[src/rtl/vector_shift_buffer.sv]
// rtl/vector_shift_buffer.sv - serial-in / parallel-out word shift buffer with valid/ready on both sides
//
// Collects DEPTH words of WORD_WIDTH bits into one packed vector and hands it
// downstream as a single transfer. The oldest word sits in the MSBs and the
// newest in the LSBs. Back-to-back vectors stream at one word per cycle while
// out_ready stays high.
//
// Optional feature: define VECTOR_SHIFT_BUFFER_FLUSH_EN to add the flush port,
// which pads a partially filled vector with zero words and presents it at once.
//
// Ports:
//   clk          rising-edge clock
//   reset        synchronous active-high reset
//   Sync_Reset   synchronous clear, same effect as reset, lower priority
//   flush        (VECTOR_SHIFT_BUFFER_FLUSH_EN only) pad and present a partial vector
//   in_valid     Data_Input holds a word
//   in_ready     buffer can take a word this cycle (combinational)
//   Data_Input   incoming word
//   out_valid    Data_Output holds a complete vector (registered)
//   out_ready    downstream consumes the vector this cycle
//   Data_Output  packed vector, oldest word in the MSBs
//   fill_count   words currently held, 0..DEPTH

module vector_shift_buffer #(
    parameter int WORD_WIDTH = 8,
    parameter int DEPTH      = 8,
    parameter int CNT_W      = $clog2(DEPTH + 1)
) (
    input  logic                          clk,
    input  logic                          reset,
    input  logic                          Sync_Reset,
`ifdef VECTOR_SHIFT_BUFFER_FLUSH_EN
    input  logic                          flush,
`endif
    input  logic                          in_valid,
    output logic                          in_ready,
    input  logic [WORD_WIDTH-1:0]         Data_Input,
    output logic                          out_valid,
    input  logic                          out_ready,
    output logic [WORD_WIDTH*DEPTH-1:0]   Data_Output,
    output logic [CNT_W-1:0]              fill_count
);

    localparam int VEC_W = WORD_WIDTH * DEPTH;
    localparam logic [CNT_W-1:0] DEPTH_C = CNT_W'(DEPTH);
    localparam logic [CNT_W-1:0] ONE_C   = CNT_W'(1);

    typedef enum logic {
        ST_FILL = 1'b0,
        ST_FULL = 1'b1
    } state_e;

    state_e             state_q, state_d;
    logic [VEC_W-1:0]   data_q, data_d;
    logic [CNT_W-1:0]   count_q, count_d;
    logic               out_valid_q;

    logic               clear;
    logic               flush_act;
    logic               accept;
    logic               consume;
    logic [VEC_W-1:0]   shifted_vec;
    logic [VEC_W-1:0]   padded_vec;

    // Either clear source wins over every handshake in the same cycle.
    assign clear = reset | Sync_Reset;

`ifdef VECTOR_SHIFT_BUFFER_FLUSH_EN
    // Flush only means something for a partial vector still being filled.
    assign flush_act = flush && (state_q == ST_FILL) && (count_q != '0);

    // Move the held words up to the top of the vector and zero the slots
    // that were never filled.
    assign padded_vec = data_q << (WORD_WIDTH * (DEPTH - int'(count_q)));
`else
    assign flush_act  = 1'b0;
    assign padded_vec = data_q;
`endif

    always_comb begin
        in_ready = 1'b0;
        if (!clear) begin
            if (state_q == ST_FILL) begin
                in_ready = !flush_act;
            end else begin
                // A full buffer can take a word only while the vector leaves.
                in_ready = out_ready;
            end
        end
    end

    assign accept  = in_valid & in_ready;
    assign consume = out_valid_q & out_ready;

    // Shift form works for DEPTH==1 too, where the old word drops out entirely.
    assign shifted_vec = (data_q << WORD_WIDTH) | VEC_W'(Data_Input);

    always_comb begin
        state_d = state_q;
        data_d  = data_q;
        count_d = count_q;

        if (clear) begin
            state_d = ST_FILL;
            data_d  = '0;
            count_d = '0;
        end else begin
            case (state_q)
                ST_FILL: begin
                    if (flush_act) begin
                        data_d  = padded_vec;
                        count_d = DEPTH_C;
                        state_d = ST_FULL;
                    end else if (accept) begin
                        data_d  = shifted_vec;
                        count_d = count_q + ONE_C;
                        if (count_q + ONE_C == DEPTH_C) begin
                            state_d = ST_FULL;
                        end
                    end
                end
                ST_FULL: begin
                    // Accept in FULL implies consume, since in_ready follows out_ready.
                    if (consume) begin
                        if (accept) begin
                            data_d  = shifted_vec;
                            count_d = ONE_C;
                            state_d = (DEPTH == 1) ? ST_FULL : ST_FILL;
                        end else begin
                            // Stale words are left in place; they shift out as
                            // the next vector arrives.
                            count_d = '0;
                            state_d = ST_FILL;
                        end
                    end
                end
                default: begin
                    state_d = ST_FILL;
                    count_d = '0;
                end
            endcase
        end
    end

    always_ff @(posedge clk) begin
        if (reset) begin
            state_q     <= ST_FILL;
            data_q      <= '0;
            count_q     <= '0;
            out_valid_q <= 1'b0;
        end else begin
            state_q     <= state_d;
            data_q      <= data_d;
            count_q     <= count_d;
            out_valid_q <= (state_d == ST_FULL);
        end
    end

    assign out_valid   = out_valid_q;
    assign Data_Output = data_q;
    assign fill_count  = count_q;

endmodule

[config.mk]
export PLATFORM = sky130hd
export DESIGN_NAME = vector_shift_buffer
export DESIGN_NICKNAME = d
export VERILOG_FILES = /design/src/rtl/vector_shift_buffer.sv
export SDC_FILE = /design/constraint.sdc
export NUM_CORES = 1
export LEC_CHECK = 0
export ABC_CLOCK_PERIOD_IN_PS = 1450
export CAP_MARGIN = 20
export CORE_MARGIN = 5
export CORE_UTILIZATION = 30
export CTS_BUF_LIST = sky130_fd_sc_hd__clkbuf_4 sky130_fd_sc_hd__clkbuf_8
export DETAILED_ROUTE_END_ITERATION = 8
export PLACE_DENSITY_LB_ADDON = 0.1
export REMOVE_ABC_BUFFERS = 1
export SLEW_MARGIN = 20
export SYNTH_ARGS = -nofsm -noshare
export SYNTH_HDL_FRONTEND = slang
export SYNTH_SLANG_ARGS = --single-unit
[constraint.sdc]
create_clock -name clk -period 1.45 [get_ports clk]
set_input_delay 0.145 -clock clk [delete_from_list [all_inputs] [get_ports clk]]
set_output_delay 0.145 -clock clk [all_outputs]
set_load 0.005 [all_outputs]
Yosys cells after proc, flatten, opt, wreduce, memory -nomap -nowiden:

Cells that the tools add are included.

* flip-flop bits (word level): 69
* input port bits: 13
* output and inout port bits: 70
* word-level logic and storage cells: 27

* $add $sub $neg: 1
* equality and inequality tests: 3
* muxes and demuxes: 13
* bitwise operators: 5
* reduce and logical (&&, ||, !) cells: 2

Operators with widths (count)
* $mux 64: 2
* $pmux 64 s2: 1
* $or 64x8->64: 1
* $mux 4: 2
* $pmux 4 s2: 1
* $mux 1: 6
* $add 4x1->4 const B: 1
* $eq 4x4->1 const B: 1
* $and 1x1->1: 2
* $ne 2x1->1 const B: 1
* $ne 2x2->1 const B: 1
* $pmux 1 s2: 1
* $reduce_and 2->1: 1
* $reduce_or 2->1: 1
* $not 1->1: 1
* $or 1x1->1: 1

Depth between registers and ports, before layout:

* depth in word-level cells: 6
* mapped depth: 6
* gate-level depth less buffers: 4

Worst setup path after synthesis:

No wires, ideal clock.

* kind: register to output
* from: register out_valid (netlist name)
* to: output in_ready
* arrival time: 1.149 ns
* required time: 1.305 ns
* slack: 0.156 ns
* stages on the path, launching flop included: 6
* path buffers: 3
* cell sequence: dfxtp_1 > nand2b_1 > buf_2 > buf_4 > clkbuf_1 > and2_1

RTL lines
* end, declared: line 36 `output logic in_ready,`

Worst setup path after layout:

* from: register data_q[30] (netlist: Data_Output[30])
* to: output Data_Output[30]

RTL lines
* start, declared: line 54 `logic [VEC_W-1:0] data_q, data_d;`
* start signal, assigned: line 153 `data_q <= data_d;`
* end, declared: line 40 `output logic [WORD_WIDTH*DEPTH-1:0] Data_Output,`

No word-level cell between the ends.

==> impl_metrics.py <==
metrics = {
    "run_status": {
        "status": "finished, final reports clean",
    },
    "worst_hold_path": {
        "hold_class": "primary input to flip-flop",
    },
    "clock_tree": {
        "clock-sinks": 69,
        "clock_latency_ns": 0.34,
        "postCtsHoldBufs": 0,
        "cts_tree": "done",
        "numCtsBuffers": 9,
        "cts_buffer_depth": 2,
        "cts-root-buf": "clkbuf_8",
        "cts.clk_slew.worst_paths_ns": 0.08,
        "htreeDepth": 3,
    },
    "final_layout": {
        "area_growth_syn_to_layout_pct": 41.2,
        "stdcell_area_sq_um": 4180,
        "drive_above_1_share_pct": 25.4,
        "register_area_sq_um": 1390,
        "final_cell_mix": "clkdlybuf4s50_1 (77), dfxtp_1 (65), nand2_1 (65)",
        "final_nets": 412,
        "n_fill_cell": 965,
        "final_util_pct": 43.2,
        "final_common_cell": "clkdlybuf4s50_1",
        "antenna_cells": 0,
        "multiInputGateArea_sq_um": 1390,
    },
    "die": {
        "initial_core_util_pct": 30.6,
        "dieHeight_microns": 109,
        "fp.dieArea_sq_um": 12000,
        "num_rows": 36,
        "core_area_sq_um": 9680,
        "die_w_microns": 109,
        "io_pins": 83,
    },
    "global_route": {
        "grtUsageTotal_pct": 12.8,
        "overflow": 0,
        "antenna_found_initial": 0,
        "grt_first_pass_wirelength_mm": 12.3,
        "grt_max_degree": 40,
        "grt_pass1_vias": 2403,
    },
    "sta": {
        "worst_pin_slew_ns": 0.385,
        "setup_slack_ns": 0.0473,
        "clock_skew_ns": 0.00909,
        "fmaxAchievable_mhz": 713,
        "hold_violations": 0,
        "setup_viol": 0,
        "drv_slew": 0,
        "min_period_ns": 1.40,
        "finalCritPeriodShare_pct": 96.7,
        "rsz0062_at_grt": "no",
        "maxSlewHeadroom_pct": 74.3,
        "setup-tns-final_ns": 0,
    },
    "placed_design": {
        "place_hpwl_mm": 4.97,
        "pre_cts_slack_ns": -0.0895,
        "dpl-instance-area_sq_um": 3970,
        "place_congestion": 0.690,
        "portBuffers": 82,
    },
    "routing": {
        "routed.top_layer": "met4",
        "routed_wl_mm": 7.52,
        "first_pass_iters": 4,
        "wl_met3_microns": 424,
        "antenna_left": 0,
        "vias": 2610,
        "route.met2.wl_mm": 3.58,
        "via_per_inst": 4.88,
        "wl_per_cell_microns": 14.1,
        "dr.first_iter.drc_count": 109,
        "wl_met1_mm": 3.44,
        "remaining_drc_errors": 0,
    },
    "synthesis": {
        "synth.distinct_cells": 29,
        "yosysWarnings": 0,
        "syn_avg_cell_area_sq_um": 9.14,
        "ys_ff_latch": 69,
        "synthCells": 324,
        "synth.cell_area_sq_um": 2960,
        "ys_seq_area_share_pct": 46.7,
    },
    "power": {
        "vdd_drop_max_v": 0.000390,
        "cellPowerDensity_nw_per_um2": 911,
        "internal_power_mw": 2.87,
        "combinationalPowerShare_pct": 6.9,
        "seqPwrFrac_pct": 50.4,
        "switching_share_pct": 24.6,
        "finalPower_mw": 3.81,
        "p_clk_share_pct": 42.7,
        "power_leakage_nw": 1.47,
        "power_switching_mw": 0.937,
    },
    "job": {
        "maxCapViolations": 0,
    },
    "critical_path": {
        "crit_fanout": 3,
        "cp-end-kind": "output port",
        "critPathRequiredTime_ns": 1.31,
        "crit_chain": "clkdlybuf4s50_1",
        "critPathKind": "flip-flop to output port",
        "cp_num_buf_inv": 1,
        "critPathArrivalTime_ns": 1.26,
        "cpPeakStageDelay_ns": 0.53,
        "critPathLaunchType": "flip-flop",
        "cp_top_family": "buffers and inverters",
        "worst_path_max_delay_cell": "clkdlybuf4s50_1",
    },
}
==> timing repair <==
item | in CTS | in global routing
endpoints found under the hold margin | 0 | 0
setup buffers | 0 | 0
resized for setup | 6 | 2
setup endpoints to repair | 5 | 2
==> power by group through the flow <==
stage	registers [mW]	clock network, mW	logic [mW]
2_1_floorplan	1.96	0	0.0914
3_3_place_gp	1.96	0	0.265
3_5_place_dp	1.96	0	0.266
4_1_cts	1.92	1.70	0.265
5_1_grt	1.92	1.75	0.285
6_report	1.92	1.62	0.263
==> logic make-up after synthesis <==
group | Yosys count | synth area share [%]
XOR/XNOR | 1 | 0.296
buffers and inverters | 37 | 6.76
flip-flops | 69 | 46.7
adder cells (fa/ha/maj) | 2 | 0.845
AO/OA/AOI/OAI | 72 | 20.2
AND/OR/NAND/NOR | 141 | 24.5
multiplexers | 2 | 0.676
==> flip-flops by register name (all words and copies together) (netlist names) <==
register	cells
fill_count	4
out_valid	1
Data_Output	64
==> cell type report <==
type | instances | share of cell area [%]
Sequential cell | 69 | 33.2
Clock buffer | 10 | 3.29
Tap cell | 133 | 3.98
Multi-Input combinational cell | 218 | 33.2
Clock inverter | 6 | 1.68
Timing Repair Buffer | 99 | 24.7
==> stage by stage <==
step	hold WS, ns	instances
2_1_floorplan	0.302	287
5_1_grt	0.228	535
6_report	0.218	535
3_5_place_dp	0.451	519
3_3_place_gp	0.447	519
4_1_cts	0.192	535
==> synthesized netlist by cell type (all sizes together) <==
cell      n  area, sq um
ha        2         25.0
nand2    65          244
a2111oi   1         8.76
a311oi    1         8.76
a22oi     1         7.51
o22ai     1         6.26
xnor2     1         8.76
nand2b    1         6.26
nand4    64          400
nor2      2         10.0
nand3     2         10.0
mux2i     2         20.0
dfxtp    69         1380
buf      16          121
and2      1         6.26
and3b     2         17.5
nor2b     1         6.26
clkbuf   21         78.8
and3      1         11.3
o21ai    64          546
a21oi     3         15.0
nor3b     1         7.51
or2       1         6.26
a21o      1         7.51
==> per-layer routing <==
layer	track usage, %	up-vias
li1	-	1329
met1	16.6	1219
met2	20.1	57
met3	3.99	5
met4	4.27	0
met5	0	-
==> final timing paths <==
kind | startpoint | end | slack (ns) | cells after the start
hold reg to reg | Data_Output[57]$_SDFFE_PP0P_ | Data_Output[57]$_SDFFE_PP0P_ | 0.46 | 2
hold / removal | in_valid | Data_Output[51]$_SDFFE_PP0P_ | 0.22 | 3
setup / recovery | Data_Output[30]$_SDFFE_PP0P_ | Data_Output[30] | 0.05 | 1
setup reg to reg | out_valid$_SDFF_PP0_ | fill_count[2]$_SDFFE_PP0P_ | 0.33 | 4
No activity file was read; power rests on OpenSTA's default activity.
